$ cat config.mk
export PLATFORM = sky130hd
export DESIGN_NAME = arb_rr_8b_flat
export DESIGN_NICKNAME = d
export VERILOG_FILES = /design/src/rtl/arb_rr_8b_if.sv /design/src/rtl/arb_rr_8b.sv /design/src/flat_wrapper.sv
export SDC_FILE = /design/constraint.sdc
export NUM_CORES = 1
export LEC_CHECK = 0
export CAP_MARGIN = 30
export CORE_ASPECT_RATIO = 2
export CORE_MARGIN = 10
export CORE_UTILIZATION = 40
export DETAILED_ROUTE_END_ITERATION = 10
export PLACE_DENSITY_LB_ADDON = 0.25
export REMOVE_ABC_BUFFERS = 1
export SLEW_MARGIN = 0
export SYNTH_ARGS = -nofsm -noshare
export SYNTH_HDL_FRONTEND = slang
export SYNTH_SLANG_ARGS = --single-unit
$ cat constraint.sdc
create_clock -name clk_i -period 7.7 [get_ports clk_i]
set_input_delay 1.925 -clock clk_i [delete_from_list [all_inputs] [get_ports clk_i]]
set_output_delay 1.925 -clock clk_i [all_outputs]
set_load 0.05 [all_outputs]
$ cat src/rtl/arb_rr_8b_if.sv
// ---------------------------------------------------------------------------
// arb_rr_8b_if
//   Request/grant bundle between the requesters, the round-robin arbiter and
//   the downstream one-hot-to-binary encoder that consumes the grant.
//
//   Signals
//     req    N      request vector, bit k high = requester k wants service
//     ready  1      consumer accepts the current grant when ready && valid
//     valid  1      grant holds a valid one-hot grant
//     grant  N      registered one-hot grant, all-zero when valid = 0
//     ptr    log2N  current priority pointer (debug/visibility)
//
//   Modports
//     master  arbiter side: drives valid/grant/ptr, observes req/ready
//     slave   requester/consumer side: drives req/ready, observes the grant
// ---------------------------------------------------------------------------
interface arb_rr_8b_if #(
   parameter int N = 8
) ();
   logic [N-1:0]         req;
   logic                 ready;
   logic                 valid;
   logic [N-1:0]         grant;
   logic [$clog2(N)-1:0] ptr;

   modport master (
      input  req,
      input  ready,
      output valid,
      output grant,
      output ptr
   );

   modport slave (
      output req,
      output ready,
      input  valid,
      input  grant,
      input  ptr
   );
endinterface

$ cat src/rtl/arb_rr_8b.sv
// ---------------------------------------------------------------------------
// arb_rr_8b
//   Round-robin arbiter for 8 requesters with a registered one-hot grant and
//   a valid/ready handshake. A grant is held unchanged while the consumer
//   applies backpressure and is only withdrawn by reset. After requester k is
//   served, requester k+1 (mod N) has the highest priority. With requests
//   pending, a transfer immediately loads the next grant, so one grant per
//   cycle is sustained.
//
//   Parameters
//     N         number of requesters; fixed at 8 to match the 3-bit encoder
//     PTR_INIT  priority pointer value after reset (0..N-1)
//
//   Ports
//     clk_i     clock, all state updates on the rising edge
//     rst_i     synchronous active-high reset, dominates every other event
//     bus       arb_rr_8b_if master modport (req, ready in; valid, grant, ptr out)
// ---------------------------------------------------------------------------
module arb_rr_8b #(
   parameter int N        = 8,
   parameter int PTR_INIT = 0
) (
   input  logic           clk_i,
   input  logic           rst_i,
   arb_rr_8b_if.master    bus
);
   localparam int PW = $clog2(N);

   typedef enum logic {
      IDLE  = 1'b0,
      GRANT = 1'b1
   } state_t;

   state_t          state_reg;
   logic [N-1:0]    grant_reg;
   logic            valid_reg;
   logic [PW-1:0]   ptr_reg;

   logic [PW-1:0]   grant_idx;
   logic [PW-1:0]   ptr_next;
   logic [N-1:0]    pick_idle;
   logic [N-1:0]    pick_xfer;

   // First set bit of req scanning upward from bit ptr with wrap-around.
   // The doubled vector turns the circular scan into a plain right shift;
   // x & -x isolates the lowest set bit, and the doubled left shift rotates
   // that bit back to its original position.
   function automatic logic [N-1:0] pick(
      input logic [N-1:0]  req,
      input logic [PW-1:0] ptr
   );
      logic [2*N-1:0] dbl;
      logic [N-1:0]   rot;
      logic [N-1:0]   first;
      logic [2*N-1:0] back;
      dbl   = {req, req} >> ptr;
      rot   = dbl[N-1:0];
      first = rot & (~rot + N'(1));
      back  = {first, first} << ptr;
      return back[2*N-1:N];
   endfunction

   // One-hot to index of the current grant: index bit gi is the OR of every
   // grant bit whose position has bit gi set.
   genvar gi, gj;
   generate
      for (gi = 0; gi < PW; gi++) begin : g_enc
         logic [N-1:0] sel;
         for (gj = 0; gj < N; gj++) begin : g_bit
            if (((gj >> gi) & 1) != 0) begin : g_on
               assign sel[gj] = grant_reg[gj];
            end else begin : g_off
               assign sel[gj] = 1'b0;
            end
         end
         assign grant_idx[gi] = |sel;
      end
   endgenerate

   // Priority moves to the requester just after the one being served.
   assign ptr_next  = (grant_idx == PW'(N - 1)) ? '0 : grant_idx + 1'b1;

   assign pick_idle = pick(bus.req, ptr_reg);
   assign pick_xfer = pick(bus.req, ptr_next);

   always_ff @(posedge clk_i) begin
      if (rst_i) begin
         state_reg <= IDLE;
         grant_reg <= '0;
         valid_reg <= 1'b0;
         ptr_reg   <= PW'(PTR_INIT);
      end else begin
         case (state_reg)
            IDLE: begin
               // ready has no effect here; only a request starts a grant.
               if (|bus.req) begin
                  grant_reg <= pick_idle;
                  valid_reg <= 1'b1;
                  state_reg <= GRANT;
               end else begin
                  grant_reg <= '0;
                  valid_reg <= 1'b0;
               end
            end
            GRANT: begin
               // Without ready everything holds, whatever req does.
               if (bus.ready) begin
                  ptr_reg <= ptr_next;
                  if (|bus.req) begin
                     grant_reg <= pick_xfer;
                  end else begin
                     grant_reg <= '0;
                     valid_reg <= 1'b0;
                     state_reg <= IDLE;
                  end
               end
            end
            default: begin
               grant_reg <= '0;
               valid_reg <= 1'b0;
               state_reg <= IDLE;
            end
         endcase
      end
   end

   assign bus.valid = valid_reg;
   assign bus.grant = grant_reg;
   assign bus.ptr   = ptr_reg;

endmodule

$ cat src/flat_wrapper.sv
// flat-port wrapper written by rule: the top's interface ports become plain ports
module arb_rr_8b_flat 
#(
   parameter int N        = 8,
   parameter int PTR_INIT = 0
)
  (clk_i, rst_i, bus_req, bus_ready, bus_valid, bus_grant, bus_ptr);
  arb_rr_8b_if #(.N(N)) bus_i ();
  input  logic clk_i;
  input  logic rst_i;
  input wire logic [$bits(bus_i.req)-1:0] bus_req;
  input wire logic [$bits(bus_i.ready)-1:0] bus_ready;
  output wire logic [$bits(bus_i.valid)-1:0] bus_valid;
  output wire logic [$bits(bus_i.grant)-1:0] bus_grant;
  output wire logic [$bits(bus_i.ptr)-1:0] bus_ptr;
  assign bus_i.req = bus_req;
  assign bus_i.ready = bus_ready;
  assign bus_valid = bus_i.valid;
  assign bus_grant = bus_i.grant;
  assign bus_ptr = bus_i.ptr;
  arb_rr_8b #(.N(N), .PTR_INIT(PTR_INIT)) u_core (.clk_i(clk_i), .rst_i(rst_i), .bus(bus_i));
endmodule
==> results of run 1 <==
routing by layer:
metal | GRT usage | vias up
li1 | - | 1143
met1 | 0.167 | 1083
met2 | 0.309 | 78
met3 | 0.0122 | 16
met4 | 0.0511 | 0
met5 | 0 | -
placed cells by master (no fill, tap or decap), drive strengths merged, types with 6 or more instances in the layout:
| master | n |
|---|---|
| dfxtp | 13 |
| nand2 | 29 |
| nand2b | 12 |
| o21ai | 19 |
| inv | 6 |
| nor4 | 11 |
| mux2i | 15 |
| a21oi | 30 |
| clkdlybuf4s50 | 22 |
| nor2 | 33 |
| nor3 | 16 |
cell families after synthesis:
family | synth area share
buf+inv | 0.0563
fa+ha+maj | 0.00599
simple gates | 0.354
xor+xnor | 0.0120
mux | 0.115
compound gates | 0.332
flops | 0.125
through the flow:
step	hold slack (ns)	cells	area, sq um
after floorplan	0.542	276	1990
after global placement	0.447	358	2300
after detailed placement	0.456	358	2300
after CTS	0.464	362	2350
after global routing	0.502	362	2350
final	0.457	362	2350
cell type report:
type | instances | share of cell area
Tap cell | 58 | 0.0309
Clock buffer | 4 | 0.0192
Timing Repair Buffer | 24 | 0.100
Inverter | 6 | 0.00960
Sequential cell | 13 | 0.111
Multi-Input combinational cell | 257 | 0.729
tightest hold or removal path: stages (launching register included):
cell	delay [ns]
dfxtp_1	0.31
inv_1	0.04
a21boi_0	0.06
path summary, 6_finish.rpt:
kind | startpoint | end | cells past startpoint
min reg2reg | u_core.bus.valid | u_core.bus.valid | 2
max reg2reg | u_core.bus.grant[5] | u_core.bus.grant[7] | 12
max | bus_req[2] | u_core.bus.grant[6] | 9
min | u_core.bus.valid | u_core.bus.valid | 2
==> summary.md, run 1 <==
| Metric | Value |
|---|---|
| Fin. max-slew vios | 0 |
| Syn_area_per_cell | ~7 sq um |
| CP Capture Type | register |
| Final hold vios | 0 |
| Iteration-0 DRC Markers | 284 |
| Max-cap violations | 0 |
| DP HPWL | ~5.5 mm |
| Post-route ant nets | 0 |
| Die X-Extent | 71.1 um |
| Area of the multi-input gates | roughly 1700 sq um |
| Cts repair resizes | 0 |
| Crit path launch type | input port |
| Slowest CP cell | clkdlybuf4s50_1 |
| Row cnt | 37 |
| Most common flop cell mapped by yosys | dfxtp_1 |
| Layout cell share with drive strength beyond 1 | 0.0757 |
| Max reg flops | 8 |
| Core footprint | roughly 5100 sq um |
| Vias in the first global route | 2218 |
| Cell taking the most area after synthesis | dfxtp_1 |
| DR top layer | met4 |
| Post-CTS Setup Bufs | 0 |
| Via density | 6.41 |
| Worst Slack Setup Final | 3.16 ns |
| Largest net degree at the start of global routing | 36 |
| Worst hold path class | register to register |
| First-pass DRT Iterations | 4 |
| # hold bufs at CTS | 0 |
| Buffers & Inverters on Critical Path | 1 |
| CP required | around 7.9 ns |
| Initial antenna violation count | 0 |
| Skew-Pair Late Insertion Delay | between 0.2 and 0.25 ns |
| DRT Wirelength | 7.06 mm |
| Cell variety after synth | 66 |
| R2R setup slack | 3.72 ns |
| Filler cell count | about 530 |
| H-tree depth | 1 |
| GP Congestion | ~1.1 |
| CP most frequent cell | a21oi_1 |
| Vias | around 2300 |
| Post-synthesis instance total | 299 |
| Die height | 122 um |
| Post-Syn Area | 2090 sq um |
| Crit path time final | 4.54 ns |
| Synth top area cells | dfxtp_1, mux2i_1, a21oi_1 |
| Area delta synth->final | 12.3% |
| Num CTS Buffers | 3 |
| Number of port buffers | 22 |
| Critical path cell sequence | clkdlybuf4s50_1, nand2_1, a21oi_1, nor2_1, a21oi_1, a2111oi_4, a41oi_1, a211o_1, a211oi_2 |
| Nets | 317 |
| RSZ-0062 raised after global routing | no |
| Root Driver | clkbuf_8 |
| Slowest stage delay, CP | 0.60 ns |
| Starting Density | 0.410 |
| Post-layout util | 0.461 |
| Ys Warns | 0 |
| Skew final | 0.00235 ns |
| Remaining Overflow, GRT | 0 |
| Count of final setup violators | 0 |
| #FFs+latches synth | 13 |
| ANT cells | 0 |
| CP top delay family | compound AO/OA/AOI/OAI gates |
| Setup tns final | 0 ns |
| Status | finished clean |
| Met3 wire length | between 200 and 300 um |
| WL met1 | 2.66 mm |
| Number of synthesized flops with an enable pin | 0 |
| CP Class | input port to register |
| First-pass GRT wire length | between 10 and 15 mm |
| Sequential fraction of the synthesis area | 0.125 |
| Asr flop ratio synth | 0 |
| Worst Max-Slew Pin Slew | ~0.85 ns |
| FMAX | 220 MHz |
| CTS tree | done |
| Final period util | 0.589 |
| Residual DRC | 0 |
| CTS clk-pin slew, worst paths | 0.06 ns |
| WP data arrival | 4.70 ns |
| DR WL/cell | a little under 20 um |
| I/O pins | 23 |
| Met2 WL | 3.96 mm |
| Slew headroom | 0.432 |
| Dpl ws | 3.00 ns |
| Reg area | 260 sq um |
| Total Routing Usage GR | 0.157 |
| Clock Sinks | 13 |
| Synth top cells by count | nor2_1, nand2_1, a21oi_1, clkbuf_1 |
| Most common cell in the netlist | nor2_1 |
| Crit-path max FO | 10 |
| Total die area | 8690 sq um |
| CTS max path bufs | 2 |
| Yosys top cell area share | 0.125 |
Power of run 1 is left out: the tool's default activity adds up to more than one toggle a clock period on the data nets, which glitch-free logic cannot reach.
==> run 2: changes to the inputs <==
- clock period: 7.7 -> 4.28 ns (I/O delays scaled with it)
==> summary.md, run 2 (synthesis results as in run 1) <==
| Metric | Value |
|---|---|
| Max-cap violations | 0 |
| # hold bufs at CTS | 0 |
| Number of port buffers | 22 |
| DR WL/cell | 19.1 um |
| Initial antenna violation count | 0 |
| Max reg flops | 8 |
| CTS clk-pin slew, worst paths | 0.06 ns |
| ANT cells | 0 |
| CP Class | input port to register |
| Layout cell share with drive strength beyond 1 | 0.0935 |
| CTS tree | done |
| Crit path time final | 3.54 ns |
| Setup tns final | 0 ns |
| GP Congestion | 0.963 |
| Crit path launch type | input port |
| Fin. max-slew vios | 0 |
| Largest net degree at the start of global routing | 22 |
| Iteration-0 DRC Markers | 218 |
| Nets | roughly 320 |
| Die X-Extent | 71.1 um |
| R2r worst-path depth | 10 |
| Cts repair resizes | 0 |
| FMAX | 282 MHz |
| Vias in the first global route | around 2400 |
| Worst hold path class | register to register |
| I/O pins | 23 |
| First-pass GRT wire length | around 12 mm |
| Root Driver | clkbuf_8 |
| Total die area | about 8700 sq um |
| Clock Sinks | 13 |
| Final period util | 0.828 |
| Hold path cells | 2 |
| Residual DRC | 0 |
| Remaining Overflow, GRT | 0 |
| Crit-path max FO | 7 |
| Core footprint | ~5100 sq um |
| Count of final setup violators | 0 |
| Die height | 122 um |
| DP HPWL | 5.68 mm |
| Slew headroom | 0.477 |
| Skew final | 0.000899 ns |
| Post-CTS Setup Bufs | 0 |
| First-pass DRT Iterations | 5 |
| Num CTS Buffers | 3 |
| WP data arrival | 3.70 ns |
| Skew-Pair Late Insertion Delay | 0.24 ns |
| CTS max path bufs | 2 |
| Vias | 2367 |
| Most frequent cells in the layout | nor2_1, nand2_1, a21oi_1, clkdlybuf4s50_1 |
| Commonest non-fill, non-tap cell in the layout | nor2_1 |
| CP required | 4.44 ns |
| Status | finished clean |
| Filler cell count | 550 |
| RSZ-0062 raised after global routing | no |
| Worst Max-Slew Pin Slew | just under 0.8 ns |
| Starting Density | 0.410 |
| Area delta synth->final | 14.5% |
| DRT Wirelength | between 7 and 8 mm |
| H-tree depth | 1 |
| Via density | 6.43 |
| Row cnt | 37 |
| CP Capture Type | register |
| Total Routing Usage GR | 0.163 |
| Post-route ant nets | 0 |
| Final hold vios | 0 |
-- run 2: cell types whose count changed in the layout (fill, tap and decap cells not counted) --
cell,change
buf_4,+6
-- run 2: layout make-up --
class                           instances  area [sq um]  area share
Clock buffer                            4          45.0      0.0188
Sequential cell                        13           260       0.109
Inverter                                6          22.5     0.00942
Tap cell                               58          72.6      0.0304
Timing Repair Buffer                   30           280       0.117
Multi-Input combinational cell        257          1710       0.715
-- run 2: critical path, stage by stage --
cell	delay, ns
clkdlybuf4s50_1	0.56
nand2_1	0.18
a21oi_1	0.09
nor2_1	0.31
o21ai_1	0.19
a2111oi_4	0.53
a41oi_1	0.21
a211o_1	0.34
a211oi_2	0.21
-- run 2: metal layers --
metal | up-vias | wire (um) | global-route usage
met2 | 69 | 3940 | 0.314
met4 | 0 | 347 | 0.0888
met5 | - | 0 | 0
li1 | 1155 | - | -
met1 | 1115 | 2510 | 0.162
met3 | 28 | 251 | 0.0187
-- run 2: final timing paths --
path,from,end,slack [ns]
worst min-delay path,u_core.bus.valid,u_core.bus.valid,0.47
worst max-delay path,bus_req[5],u_core.bus.grant[6],0.74
worst max register to register,u_core.bus.grant[7],u_core.bus.grant[6],0.74
worst min register to register,u_core.bus.valid,u_core.bus.valid,0.47
-- run 2: through the flow --
stage | cell area [sq um] | utilization | hold slack (ns) | std cells | worst slack [ns]
3_5_place_dp | 2350 | 0.461 | 0.470 | 364 | 0.499
2_1_floorplan | 1990 | - | 0.542 | 276 | 0.420
3_3_place_gp | 2350 | 0.461 | 0.444 | 364 | 0.562
6_report | 2390 | 0.470 | 0.474 | 368 | 0.738
5_1_grt | 2390 | 0.470 | 0.523 | 368 | 0.479
4_1_cts | 2390 | 0.470 | 0.482 | 368 | 0.730
Power of run 2 is left out for the same reason.
